File: src/rtl/regfile_wb_ctrl.sv
// regfile_wb_ctrl: round-robin ALU/LSU writeback arbiter with registered write port and pending scoreboard.
// Optional `WB_FWD_EN forwards the in-flight write to rs1/rs2 and suppresses their busy.
module regfile_wb_ctrl #(
    parameter int DW = 32,
    parameter int AW = 5
) (
    input  logic          clk_i,
    input  logic          rst_i,
    input  logic          alu_valid_i,
    output logic          alu_ready_o,
    input  logic [AW-1:0] alu_rd_addr_i,
    input  logic [DW-1:0] alu_rd_data_i,
    input  logic          lsu_valid_i,
    output logic          lsu_ready_o,
    input  logic [AW-1:0] lsu_rd_addr_i,
    input  logic [DW-1:0] lsu_rd_data_i,
    input  logic          iss_valid_i,
    input  logic [AW-1:0] iss_rd_addr_i,
    input  logic [AW-1:0] rs1_addr_i,
    input  logic [AW-1:0] rs2_addr_i,
    output logic          rs1_busy_o,
    output logic          rs2_busy_o,
    output logic          rs1_fwd_valid_o,
    output logic          rs2_fwd_valid_o,
    output logic [DW-1:0] rs1_fwd_data_o,
    output logic [DW-1:0] rs2_fwd_data_o,
    output logic          rd_wren_o,
    output logic [AW-1:0] rd_addr_o,
    output logic [DW-1:0] rd_data_o
);
    localparam int NREG = 2**AW;

    logic            last_grant;
    logic [NREG-1:0] pending, pending_nxt;
    logic            xfer;
    logic [AW-1:0]   win_addr;
    logic [DW-1:0]   win_data;

    // last_grant: 0 = ALU won last, 1 = LSU won last
    assign alu_ready_o = !rst_i && alu_valid_i && (!lsu_valid_i || last_grant);
    assign lsu_ready_o = !rst_i && lsu_valid_i && (!alu_valid_i || !last_grant);
    assign xfer        = alu_ready_o || lsu_ready_o;
    assign win_addr    = alu_ready_o ? alu_rd_addr_i : lsu_rd_addr_i;
    assign win_data    = alu_ready_o ? alu_rd_data_i : lsu_rd_data_i;

    // clear first so a same-edge set on the same register wins
    always_comb begin
        pending_nxt = pending;
        if (rd_wren_o) pending_nxt[rd_addr_o] = 1'b0;
        if (iss_valid_i && iss_rd_addr_i != '0) pending_nxt[iss_rd_addr_i] = 1'b1;
        pending_nxt[0] = 1'b0;
    end

    always_ff @(posedge clk_i) begin
        if (rst_i) begin
            pending    <= '0;
            last_grant <= 1'b1;
            rd_wren_o  <= 1'b0;
            rd_addr_o  <= '0;
            rd_data_o  <= '0;
        end else begin
            pending    <= pending_nxt;
            last_grant <= xfer ? lsu_ready_o : last_grant;
            rd_wren_o  <= xfer && win_addr != '0;
            rd_addr_o  <= xfer ? win_addr : rd_addr_o;
            rd_data_o  <= xfer ? win_data : rd_data_o;
        end
    end

`ifdef WB_FWD_EN
    logic rs1_hit, rs2_hit;
    assign rs1_hit         = rd_wren_o && rs1_addr_i == rd_addr_o;
    assign rs2_hit         = rd_wren_o && rs2_addr_i == rd_addr_o;
    assign rs1_busy_o      = pending[rs1_addr_i] && !rs1_hit;
    assign rs2_busy_o      = pending[rs2_addr_i] && !rs2_hit;
    assign rs1_fwd_valid_o = rs1_hit;
    assign rs2_fwd_valid_o = rs2_hit;
    assign rs1_fwd_data_o  = rs1_hit ? rd_data_o : '0;
    assign rs2_fwd_data_o  = rs2_hit ? rd_data_o : '0;
`else
    assign rs1_busy_o      = pending[rs1_addr_i];
    assign rs2_busy_o      = pending[rs2_addr_i];
    assign rs1_fwd_valid_o = 1'b0;
    assign rs2_fwd_valid_o = 1'b0;
    assign rs1_fwd_data_o  = '0;
    assign rs2_fwd_data_o  = '0;
`endif
endmodule

File: config.mk
export PLATFORM = sky130hd
export DESIGN_NAME = regfile_wb_ctrl
export DESIGN_NICKNAME = d
export VERILOG_FILES = /design/src/rtl/regfile_wb_ctrl.sv
export SDC_FILE = /design/constraint.sdc
export NUM_CORES = 1
export LEC_CHECK = 0
export CAP_MARGIN = 20
export CORE_MARGIN = 8
export CORE_UTILIZATION = 43
export CTS_CLUSTER_SIZE = 14
export DETAILED_ROUTE_END_ITERATION = 8
export PLACE_DENSITY = 0.85
export REMOVE_ABC_BUFFERS = 1
export SLEW_MARGIN = 20
export SYNTH_ARGS = -nofsm -noshare
export SYNTH_HDL_FRONTEND = slang
export SYNTH_SLANG_ARGS = --single-unit
File: constraint.sdc
create_clock -name clk_i -period 2.9 [get_ports clk_i]
set_clock_uncertainty 0.05 [all_clocks]
set_input_delay 0.58 -clock clk_i [delete_from_list [all_inputs] [get_ports clk_i]]
set_output_delay 0.58 -clock clk_i [all_outputs]
set_load 0.02 [all_outputs]
==> summary.md, run 1 <==
| Metric | Value |
|---|---|
| EDFF count, synth | 0 |
| Status | finished clean |
| CP max FO | 2 |
| Synth top area cells | dfxtp_1 34%, buf_4 13%, a311oi_1 7.0% |
| Power Density | 435 nW/um^2 |
| Placed standard-cell area | 5390 um^2 |
| Synthesized area | 4120 um^2 |
| CTS tree | yes |
| Least-Margin Pin Slew | 0.683 ns |
| Compound-cell area share of the yosys netlist | 19.1% |
| Commonest cells after routing, fill and taps aside | 130 x clkdlybuf4s50_1, 70 x nand2_1, 70 x dfxtp_1 |
| # rows | 35 |
| Fraction of layout cells with a size suffix above 1 | 7.81% |
| Top delay family on crit path | buffers and inverters |
| DP HPWL | 10.6 mm |
| I/O pin count | 202 |
| Die Width | 114 um |
| Main combinational cell family by area after synthesis | simple AND/OR/NAND/NOR gates |
| Power, Total | 2.42 mW |
| DRT Pass-1 Iters | 5 |
| Antenna viol nets, final | 0 |
| Pre-CTS setup slack | -0.338 ns |
| Vias/cell | 5.32 |
| FF+latch count, synth | 70 |
| Initial DRC count | 298 |
| Top-area cell type share of the netlist area | 34.0% |
| Gr usage total | 20.4% |
| Fin. Hold Viols | 0 |
| Die Y | 114 um |
| VDD IR max | 0.000276 V |
| Post-synthesis xor/xnor area fraction | 0% |
| Peak Freq | 364 MHz |
| Post-Route WL | 13.7 mm |
| IO Port Bufs | 135 |
| Setup violations, final | 0 |
| DR vias | 4157 |
| R2R depth | 4 |
| Number of fill cells | 808 |
| Residual DRC | 0 |
| Mapped Cells | 521 |
| Minimum clock period | 2.75 ns |
| Required @ worst endpoint | 2.27 ns |
| H-tree levels | 3 |
| Pleak | 2.17 nW |
| Cts bufs inserted | 9 |
| Mapped Avg Cell Area | 7.91 um^2 |
| Core Footprint | 9280 um^2 |
| Ys async rst share | 0% |
| Max-slew headroom | 54.4% |
| Drt wl/cell | 17.5 um |
| Die area | 13000 um^2 |
| Area fraction in and, or, nand and nor cells after synthesis | 21.2% |
| Post-CTS Setup Inserts | 0 |
| Worst-Skew Late Latency | 0.35 ns |
| Number of max-slew violations in the final report | 0 |
| Hold_ws | 0.450 ns |
| RSZ-0062 raised after global routing | false |
| Flop2flop setup slack | 1.37 ns |
| Mux cell area share after synthesis | 8.62% |
| Critical Path Sink Type | primary output |
| P&R area growth vs syn | 34.9% |
| Clock Pin Slew Worst Setup and Hold Paths | 0.07 ns |
| # diodes | 0 |
| Antenna violations before repair | 0 |
| CTS Sinks | 70 |
| Start point of the worst hold path | rd_data_o[28] |
| Post-synthesis sequential area ratio | 34.0% |
| Hold Path Stages | 2 |
| WS Path Type | input port to primary output |
| WP data arrival | 2.12 ns |
| Largest net degree at the start of global routing | 76 |
| Cell variety after synth | 35 |
| Period utilization | 94.8% |
| Adder-Cell Fraction of Synth Area | 0% |
| Hold Crit Endpoint | rd_data_o[28] |
| Global-route wire length before repair | 21.2 mm |
| Nets | 742 |
| Number of global-route vias before repair | 4201 |
| Overflow after GRT | 0 |
| Worst setup margin | 0.151 ns |
| Root Driver | clkbuf_8 |
| Yosys top cell by area | dfxtp_1 |
| Design Area, Final | 5560 um^2 |
| Synth warn | 0 |
| CP max stage delay | 0.51 ns |
| Worst Hold Class | register to register |
| Initial core utilization | 44.4% |
| Crit path max-delay cell type | clkdlybuf4s50_1 |
| Synth Flop Type | dfxtp_1 |
| Reg2Reg Capture Point | pending[16] |
| Reg-to-reg startpoint | rd_addr_o[4] |
| Worst path bufs/invs | 2 |
| Placer Congestion | 0.890 |
| Worst Setup Start Kind | input port |
| MaxCap Viol Count | 0 |
| Hold bufs inserted after CTS | 0 |
| Worst-case clock buffer depth | 2 |
| Commonest non-fill, non-tap cell in the layout | clkdlybuf4s50_1 |
| Final Util | 59.9% |
| Worst-path cell chain | clkdlybuf4s50_1 > mux4_2 > nand2b_1 > o2111ai_1 > nand4_1 > clkbuf_2 |
-- state kept, by name, summed over array words and instances (netlist names) --
name	flops
rd_data_o	32
pending	31
rd_addr_o	5
last_grant	1
rd_wren_o	1
-- worst register-to-register path, cell delays in order, from the launching register on --
cell and delay, ns:
dfxtp_1 0.37, buf_4 0.18, or3b_2 0.49, o21ai_0 0.19
a21oi_1 0.09
-- Yosys cell counts (all sizes together) (7+ instances only) --
cell type  count
a211oi         7
a21oi         38
a311oi        33
buf           89
clkbuf        15
dfxtp         70
mux2i         22
nand2         70
nand3         44
nor2          48
o21ai         32
-- stage by stage --
step,std cells,TNS [ns]
final,782,0
after detailed placement,766,-0.661
after CTS,782,0
after global placement,766,-0.610
after global routing,782,0
after floorplan,482,0
-- kinds of logic (layout without fill, tap and decap cells) --
group,Yosys count,in the layout
AND/OR/NAND/NOR,192,192
multiplexers,28,28
flip-flops,70,70
other,1,66
AO/OA/AOI/OAI,120,120
buffers and inverters,110,177
-- where the power goes --
part	switching, mW	total, mW	internal [mW]
Combinational	0.358	0.645	0.286
Sequential	0.0361	1.05	1.01
Clock	0.412	0.731	0.319
-- area by class of cell --
cell class,count,area (um^2),share of cell area (%)
repair buffers,155,1520,27.4
flip-flops and latches,70,1400,25.2
multi-input cells,406,2270,40.9
clock inverters,7,57.6,1.04
well taps,129,161,2.90
clock buffers,9,124,2.23
inverters,6,22.5,0.405
-- worst max path at each step --
stage | from | to | slack, ns | cells past startpoint
after detailed placement | rs1_addr_i[1] | rs1_busy_o | -0.34 | 6
after CTS | rs2_addr_i[0] | rs2_busy_o | 0.0009 | 6
after global routing | rs1_addr_i[0] | rs1_busy_o | 0.04 | 6
final | rs1_addr_i[0] | rs1_busy_o | 0.15 | 6
after floorplan | alu_valid_i | rd_wren_o | 0.41 | 3
after global placement | rs2_addr_i[1] | rs2_busy_o | -0.32 | 6
-- repair_timing --
| action | in CTS | in global routing |
|---|---|---|
| cloned | 0 | 0 |
| setup endpoints to repair | 2 | 2 |
| resized for setup | 5 | 3 |
-- layer usage --
layer | up-vias | global-route usage, % | routed length (um)
met2 | 245 | 34.6 | 6710
met1 | 1920 | 21.4 | 4950
met5 | - | 0 | 0
met3 | 23 | 9.46 | 1770
met4 | 0 | 8.52 | 290
li1 | 1969 | - | -
(Power assumes the default switching activity.)
==> run 2, diff against run 1 <==
--- a/constraint.sdc
+++ b/constraint.sdc
@@ -4,2 +4,2 @@
 set_output_delay 0.58 -clock clk_i [all_outputs]
-set_load 0.02 [all_outputs]
+set_load 0.005 [all_outputs]
==> run 2 against run 1 <==
Effect of this change: cell count decreased by 0.38%; maximum frequency down 1.4%; clock power is 11% higher; critical path depth grew 1; critical path type unchanged; critical endpoint is now rs2_busy_o; largest power group unchanged; highest routed layer unchanged.
==> summary.md, run 2 (synthesis gave the netlist of run 1 again) <==
| Metric | Value |
|---|---|
| Status | finished clean (unchanged) |
| Worst path bufs/invs | 3 (was 2) |
| CTS Sinks | 70 (unchanged) |
| CP max FO | 12 (was 2) |
| Worst-case clock buffer depth | 2 (unchanged) |
| Hold_ws | 0.449 ns (was 0.450 ns) |
| NetSw | 0.672 mW (was 0.806 mW) |
| Number of global-route vias before repair | 4237 (was 4201) |
| Gr usage total | 20.6% (was 20.4%) |
| DRT Pass-1 Iters | 5 (unchanged) |
| P&R area growth vs syn | 35.2% (was 34.9%) |
| Global-route wire length before repair | 21.5 mm (was 21.2 mm) |
| CP max stage delay | 0.50 ns (was 0.51 ns) |
| Antenna violations before repair | 0 (unchanged) |
| Initial core utilization | 44.4% (unchanged) |
| DR vias | 4089 (was 4157) |
| Design Area, Final | 5580 um^2 (was 5560 um^2) |
| Root Driver | clkbuf_8 (unchanged) |
| Die area | 13000 um^2 (unchanged) |
| Drt wl/cell | 17.5 um (about the same) |
| Crit path max-delay cell type | clkdlybuf4s50_1 (unchanged) |
| Power Density | 429 nW/um^2 (was 435 nW/um^2) |
| Worst-Skew Late Latency | 0.34 ns (was 0.35 ns) |
| Vias/cell | 5.25 (was 5.32) |
| Biggest register | rd_data_o (unchanged) |
| Comb pwr share | 22.3% (was 26.6%) |
| Flop pwr share | 43.7% (was 43.2%) |
| Power, Total | 2.39 mW (was 2.42 mW) |
| I/O pin count | 202 (unchanged) |
| Worst setup margin | 0.113 ns (was 0.151 ns) |
| Placed standard-cell area | 5370 um^2 (was 5390 um^2) |
| Peak Freq | 359 MHz (was 364 MHz) |
| Max reg flops | 32 (unchanged) |
| TNS Setup | 0 ns (unchanged) |
| Fin. Hold Viols | 0 (unchanged) |
| Max-slew headroom | 52.8% (was 54.4%) |
| Cts bufs inserted | 9 (unchanged) |
| Clock power share | 34.0% (was 30.2%) |
| Worst Setup Start Kind | input port (unchanged) |
| Minimum clock period | 2.79 ns (was 2.75 ns) |
| Overflow after GRT | 0 (unchanged) |
| Die Y | 114 um (unchanged) |
| MaxCap Viol Count | 0 (unchanged) |
| Least-Margin Pin Slew | 0.707 ns (was 0.683 ns) |
| # diodes | 0 (unchanged) |
| Critical Path Sink Type | primary output (unchanged) |
| Number of max-slew violations in the final report | 0 (unchanged) |
| WS Path Type | input port to primary output (unchanged) |
| Commonest non-fill, non-tap cell in the layout | clkdlybuf4s50_1 (unchanged) |
| Die Width | 114 um (unchanged) |
| Post-CTS Setup Inserts | 0 (unchanged) |
| Residual DRC | 0 (unchanged) |
| Int Pwr | 1.72 mW (was 1.61 mW) |
| Fraction of layout cells with a size suffix above 1 | 7.08% (was 7.81%) |
| CTS tree | yes (unchanged) |
| Clock Pin Slew Worst Setup and Hold Paths | 0.07 ns (about the same) |
| Pre-CTS setup slack | -0.252 ns (was -0.338 ns) |
| Worst-path cell chain | clkdlybuf4s50_1 > buf_12 > mux2i_1 > a22oi_1 > nand3_1 > nand4_1 > dlygate4sd2_1 (was clkdlybuf4s50_1 > mux4_2 > nand2b_1 > o2111ai_1 > nand4_1 > clkbuf_2) |
| WP data arrival | 2.16 ns (was 2.12 ns) |
| RSZ-0062 raised after global routing | false (unchanged) |
| Nets | 739 (was 742) |
| Worst Hold Class | register to register (unchanged) |
| Top Registers | rd_data_o: 32 flops, pending: 31 flops, rd_addr_o: 5 flops (unchanged) |
| Pleak | 2.20 nW (was 2.17 nW) |
| Setup violations, final | 0 (unchanged) |
| Commonest cells after routing, fill and taps aside | 128 x clkdlybuf4s50_1, 70 x nand2_1, 70 x dfxtp_1 (was 130 x clkdlybuf4s50_1, 70 x nand2_1, 70 x dfxtp_1) |
| Largest net degree at the start of global routing | 76 (unchanged) |
| Top delay family on crit path | buffers and inverters (unchanged) |
| DP HPWL | 10.6 mm (about the same) |
| Switching portion of total power | 28.1% (was 33.3%) |
| Placer Congestion | 0.929 (was 0.890) |
| Post-Route WL | 13.6 mm (was 13.7 mm) |
| Period utilization | 96.1% (was 94.8%) |
| Initial DRC count | 229 (was 298) |
| IO Port Bufs | 135 (unchanged) |
| Antenna viol nets, final | 0 (unchanged) |
| Required @ worst endpoint | 2.27 ns (about the same) |
| # rows | 35 (unchanged) |
| H-tree levels | 3 (unchanged) |
| VDD IR max | 0.000277 V (was 0.000276 V) |
| Core Footprint | 9280 um^2 (unchanged) |
## run 2: cell count changes in the layout (fill, tap and decap cells not counted), sizes merged
cell / delta
clkinvlp: -2
clkbuf: -1
clkdlybuf4s50: -2
bufinv: +1
dlymetal6s2s: +2
buf: -3
dlygate4sd2: +2
## run 2: final timing paths
kind / start / end / slack, ns / depth (start not counted)
max: rs2_addr_i[2] / rs2_busy_o / 0.11 / 7
min: rd_data_o[1] / rd_data_o[1] / 0.45 / 2
max reg2reg: rd_addr_o[4] / pending[16] / 1.36 / 4
min reg2reg: rd_data_o[1] / rd_data_o[1] / 0.45 / 2
## run 2: per-layer routing
metal / part of all wire (%) / GRT usage, %
met1: 38 / 22.2
met2: 48 / 33.8
met3: 12 / 9.40
met4: 2.4 / 9.32
met5: 0 / 0
## run 2: worst register-to-register path, cell delays in order (launching register included)
cell and delay (ns):
dfxtp_1 0.38, buf_4 0.18, or3b_2 0.49, o21ai_0 0.20, a21oi_1 0.10
## run 2: power groups by stage
stage               logic (mW)  clock network [mW]  registers (mW)
global placement         0.520                   0            1.06
floorplan                0.186                   0            1.07
global route             0.584               0.875            1.05
CTS                      0.529               0.831            1.04
finish                   0.534               0.814            1.04
detailed placement       0.530                   0            1.07
## run 2: area by class of cell
class	instances	area, um^2
timing repair buffer	152	1510
fill	800	3710
multi-input combinational	406	2270
clock inverter	6	68.8
clock buffer	10	138
inverter	6	22.5
sequential	70	1400
tap	129	161
## run 2: what timing repair did
action | in CTS | in global routing
gates cloned | 0 | 0
hold buffers | 0 | 0
endpoints found under the setup margin | 2 | 2
resized for setup | 4 | 2
hold endpoints to repair | 0 | 0
## run 2: metrics by stage
step	instances	utilization, %
6_report	779	60.1
4_1_cts	779	60.0
5_1_grt	779	60.1
2_1_floorplan	482	-
3_3_place_gp	763	57.8
3_5_place_dp	763	57.8
==> run 3, diff against run 2 <==
Settings changed: CORE_UTILIZATION 43 to 37, PLACE_DENSITY 0.85 to 0.77.
Clock period 2.9 ns to 2.5 ns, I/O delays scaled along.
==> run 3 against run 2 <==
Effect of this change: worst hold slack lost 0.0032 ns; sequential share of layout area shrank 0.96 points; sequential cell count is the same; non-clock buffer count grew 11; first-iteration DRC count grew 25%; count of clock-buffer cells in the layout shrank 1; combinational power grew 22%; sequential power grew 16%; final area grew 4.0%; largest power group unchanged; highest routed layer unchanged; setup slack gained 0.0027 ns.
==> summary.md, run 3 (synthesis gave the netlist of run 1 again) <==
| Metric | Value |
|---|---|
| Status | finished clean (unchanged) |
| Cell count after placement | 781 (was 763) |
| Worst-Skew Late Latency | 0.35 ns (was 0.34 ns) |
| Initial DRC count | 286 (was 229) |
| Crit path max-delay cell type | mux4_2 (was clkdlybuf4s50_1) |
| CP max stage delay | 0.50 ns (about the same) |
| Worst path bufs/invs | 2 (was 3) |
| Initial core utilization | 38.0% (was 44.4%) |
| Worst Hold Class | register to register (unchanged) |
| CP max FO | 2 (was 12) |
| Flop2flop setup slack | 0.93 ns (was 1.36 ns) |
| Antenna violations before repair | 0 (unchanged) |
| Core Footprint | 10800 um^2 (was 9280 um^2) |
| RSZ-0062 raised after global routing | false (unchanged) |
| Gr usage total | 18.3% (was 20.6%) |
| Max reg flops | 32 (unchanged) |
| Pre-CTS setup slack | -0.493 ns (was -0.252 ns) |
| Period utilization | 95.4% |
| Residual DRC | 0 (unchanged) |
| Minimum clock period | 2.38 ns |
| R2R depth | 4 (unchanged) |
| Peak Freq | 419 MHz |
| MaxCap Viol Count | 0 (unchanged) |
| Fin. Hold Viols | 0 (unchanged) |
| Flop pwr share | 43.1% (was 43.7%) |
| Cts bufs inserted | 9 (unchanged) |
| Hold Path Stages | 2 (unchanged) |
| Die Y | 122 um (was 114 um) |
| Max-slew headroom | 55.7% (was 52.8%) |
| Drt wl/cell | 17.3 um (was 17.5 um) |
| Pleak | 2.29 nW (was 2.20 nW) |
| Placer Congestion | 0.892 (was 0.929) |
| Post-Route WL | 13.8 mm (was 13.6 mm) |
| Hold_ws | 0.446 ns (was 0.449 ns) |
| Clock power share | 33.7% (was 34.0%) |
| Hold bufs inserted after CTS | 0 (unchanged) |
| Clock Pin Slew Worst Setup and Hold Paths | 0.08 ns (was 0.07 ns) |
| WS Path Type | input port to primary output (unchanged) |
| Switching portion of total power | 28.9% (was 28.1%) |
| Top delay family on crit path | multiplexers (was buffers and inverters) |
| Largest net degree at the start of global routing | 48 (was 76) |
| WP data arrival | 1.83 ns (was 2.16 ns) |
| Required @ worst endpoint | 1.95 ns (was 2.27 ns) |
| Overflow after GRT | 0 (unchanged) |
| Worst setup margin | 0.116 ns (was 0.113 ns) |
| Biggest register | rd_data_o (unchanged) |
| P&R area growth vs syn | 40.6% (was 35.2%) |
| IO Port Bufs | 135 (unchanged) |
| Commonest cells after routing, fill and taps aside | 123 x clkdlybuf4s50_1, 70 x nand2_1, 70 x dfxtp_1 (was 128 x clkdlybuf4s50_1, 70 x nand2_1, 70 x dfxtp_1) |
| Worst-path cell chain | clkdlybuf4s15_1 > mux4_2 > nand2b_1 > o2111ai_1 > nand4_1 > dlygate4sd2_1 (was clkdlybuf4s50_1 > buf_12 > mux2i_1 > a22oi_1 > nand3_1 > nand4_1 > dlygate4sd2_1) |
| # rows | 38 (was 35) |
| NetSw | 0.811 mW (was 0.672 mW) |
| Placed standard-cell area | 5470 um^2 (was 5370 um^2) |
| Int Pwr | 2.00 mW (was 1.72 mW) |
| Reg-to-reg startpoint | last_grant (was rd_addr_o[4]) |
| DP HPWL | 10.6 mm (about the same) |
| Nets | 750 (was 739) |
| Fraction of layout cells with a size suffix above 1 | 10.4% (was 7.08%) |
| Worst Setup Start Kind | input port (unchanged) |
| I/O pin count | 202 (unchanged) |
| DR vias | 4165 (was 4089) |
| Least-Margin Pin Slew | 0.662 ns (was 0.707 ns) |
| H-tree levels | 3 (unchanged) |
| Power Density | 485 nW/um^2 (was 429 nW/um^2) |
| # diodes | 0 (unchanged) |
| CTS Sinks | 70 (unchanged) |
| Commonest non-fill, non-tap cell in the layout | clkdlybuf4s50_1 (unchanged) |
| Top Registers | rd_data_o: 32 flops, pending: 31 flops, rd_addr_o: 5 flops (unchanged) |
| TNS Setup | 0 ns (unchanged) |
| Root Driver | clkbuf_8 (unchanged) |
| Number of global-route vias before repair | 4306 (was 4237) |
| Antenna viol nets, final | 0 (unchanged) |
| Die Width | 122 um (was 114 um) |
| Comb pwr share | 23.3% (was 22.3%) |
| CTS tree | yes (unchanged) |
| Reg2Reg Capture Point | rd_data_o[28] (was pending[16]) |
| Non-Filler Instances | 801 (was 779) |
| Critical Path Sink Type | primary output (unchanged) |
| VDD IR max | 0.000292 V (was 0.000277 V) |
| Setup violations, final | 0 (unchanged) |
| Design Area, Final | 5800 um^2 (was 5580 um^2) |
| Start point of the worst hold path | rd_data_o[30] (was rd_data_o[1]) |
| Number of max-slew violations in the final report | 0 (unchanged) |
| Die area | 14800 um^2 (was 13000 um^2) |
| Vias/cell | 5.20 (was 5.25) |
| DRT Pass-1 Iters | 5 (unchanged) |
| Hold Crit Endpoint | rd_data_o[30] (was rd_data_o[1]) |
| Global-route wire length before repair | 21.7 mm (was 21.5 mm) |
| Worst-case clock buffer depth | 2 (unchanged) |
[run 3: repair_timing]
item                                   CTS  global route
setup endpoints to repair                3             3
gates resized for setup                 13            16
cloned                                   1             1
endpoints found under the hold margin    0             0
buffers inserted                         1             1
pin swaps                                0             3
[run 3: cell type report]
cell class / count / area [um^2]
Inverter: 6 / 22.5
Tap cell: 140 / 175
Timing Repair Buffer: 163 / 1660
Sequential cell: 70 / 1400
Multi-Input combinational cell: 406 / 2330
Clock inverter: 7 / 80.1
Clock buffer: 9 / 124
Fill cell: 1007 / 5040
[run 3: how the worst max path moves through the flow]
stage                     cells after the start          to  slack [ns]           from
after global placement                        6  rs1_busy_o       -0.45  rs1_addr_i[1]
final                                         6  rs1_busy_o        0.12  rs1_addr_i[0]
after CTS                                     7  rs1_busy_o       -0.04  rs1_addr_i[2]
after floorplan                               3   rd_wren_o        0.09    alu_valid_i
after global routing                          6  rs1_busy_o        0.03  rs1_addr_i[0]
after detailed placement                      6  rs2_busy_o       -0.49  rs2_addr_i[1]
[run 3: worst reg2reg max path, stage by stage, from the launching register on]
cell	delay [ns]
dfxtp_1	0.36
o211ai_4	0.19
buf_4	0.41
nand2_1	0.14
a311oi_1	0.31
[run 3: per-stage QoR]
stage	total power, mW	util, %
after floorplan	1.45	-
after detailed placement	1.87	50.5
after CTS	2.82	52.8
final	2.81	53.5
after global placement	1.86	50.5
after global routing	2.95	53.5
[run 3: metal layers]
layer / vias to the layer above / routed length (um) / global-route usage [%]
met5: - / 0 / 0
met4: 0 / 271 / 7.17
met3: 26 / 2150 / 10.0
met2: 238 / 6420 / 29.8
met1: 1910 / 5010 / 19.4
li1: 1991 / - / -
[run 3: power by group through the flow]
stage	clock (mW)	sequential (mW)	combinational (mW)
3_5_place_dp	0	1.23	0.636
5_1_grt	1.01	1.22	0.718
2_1_floorplan	0	1.24	0.215
6_report	0.946	1.21	0.654
4_1_cts	0.969	1.21	0.643
3_3_place_gp	0	1.23	0.627
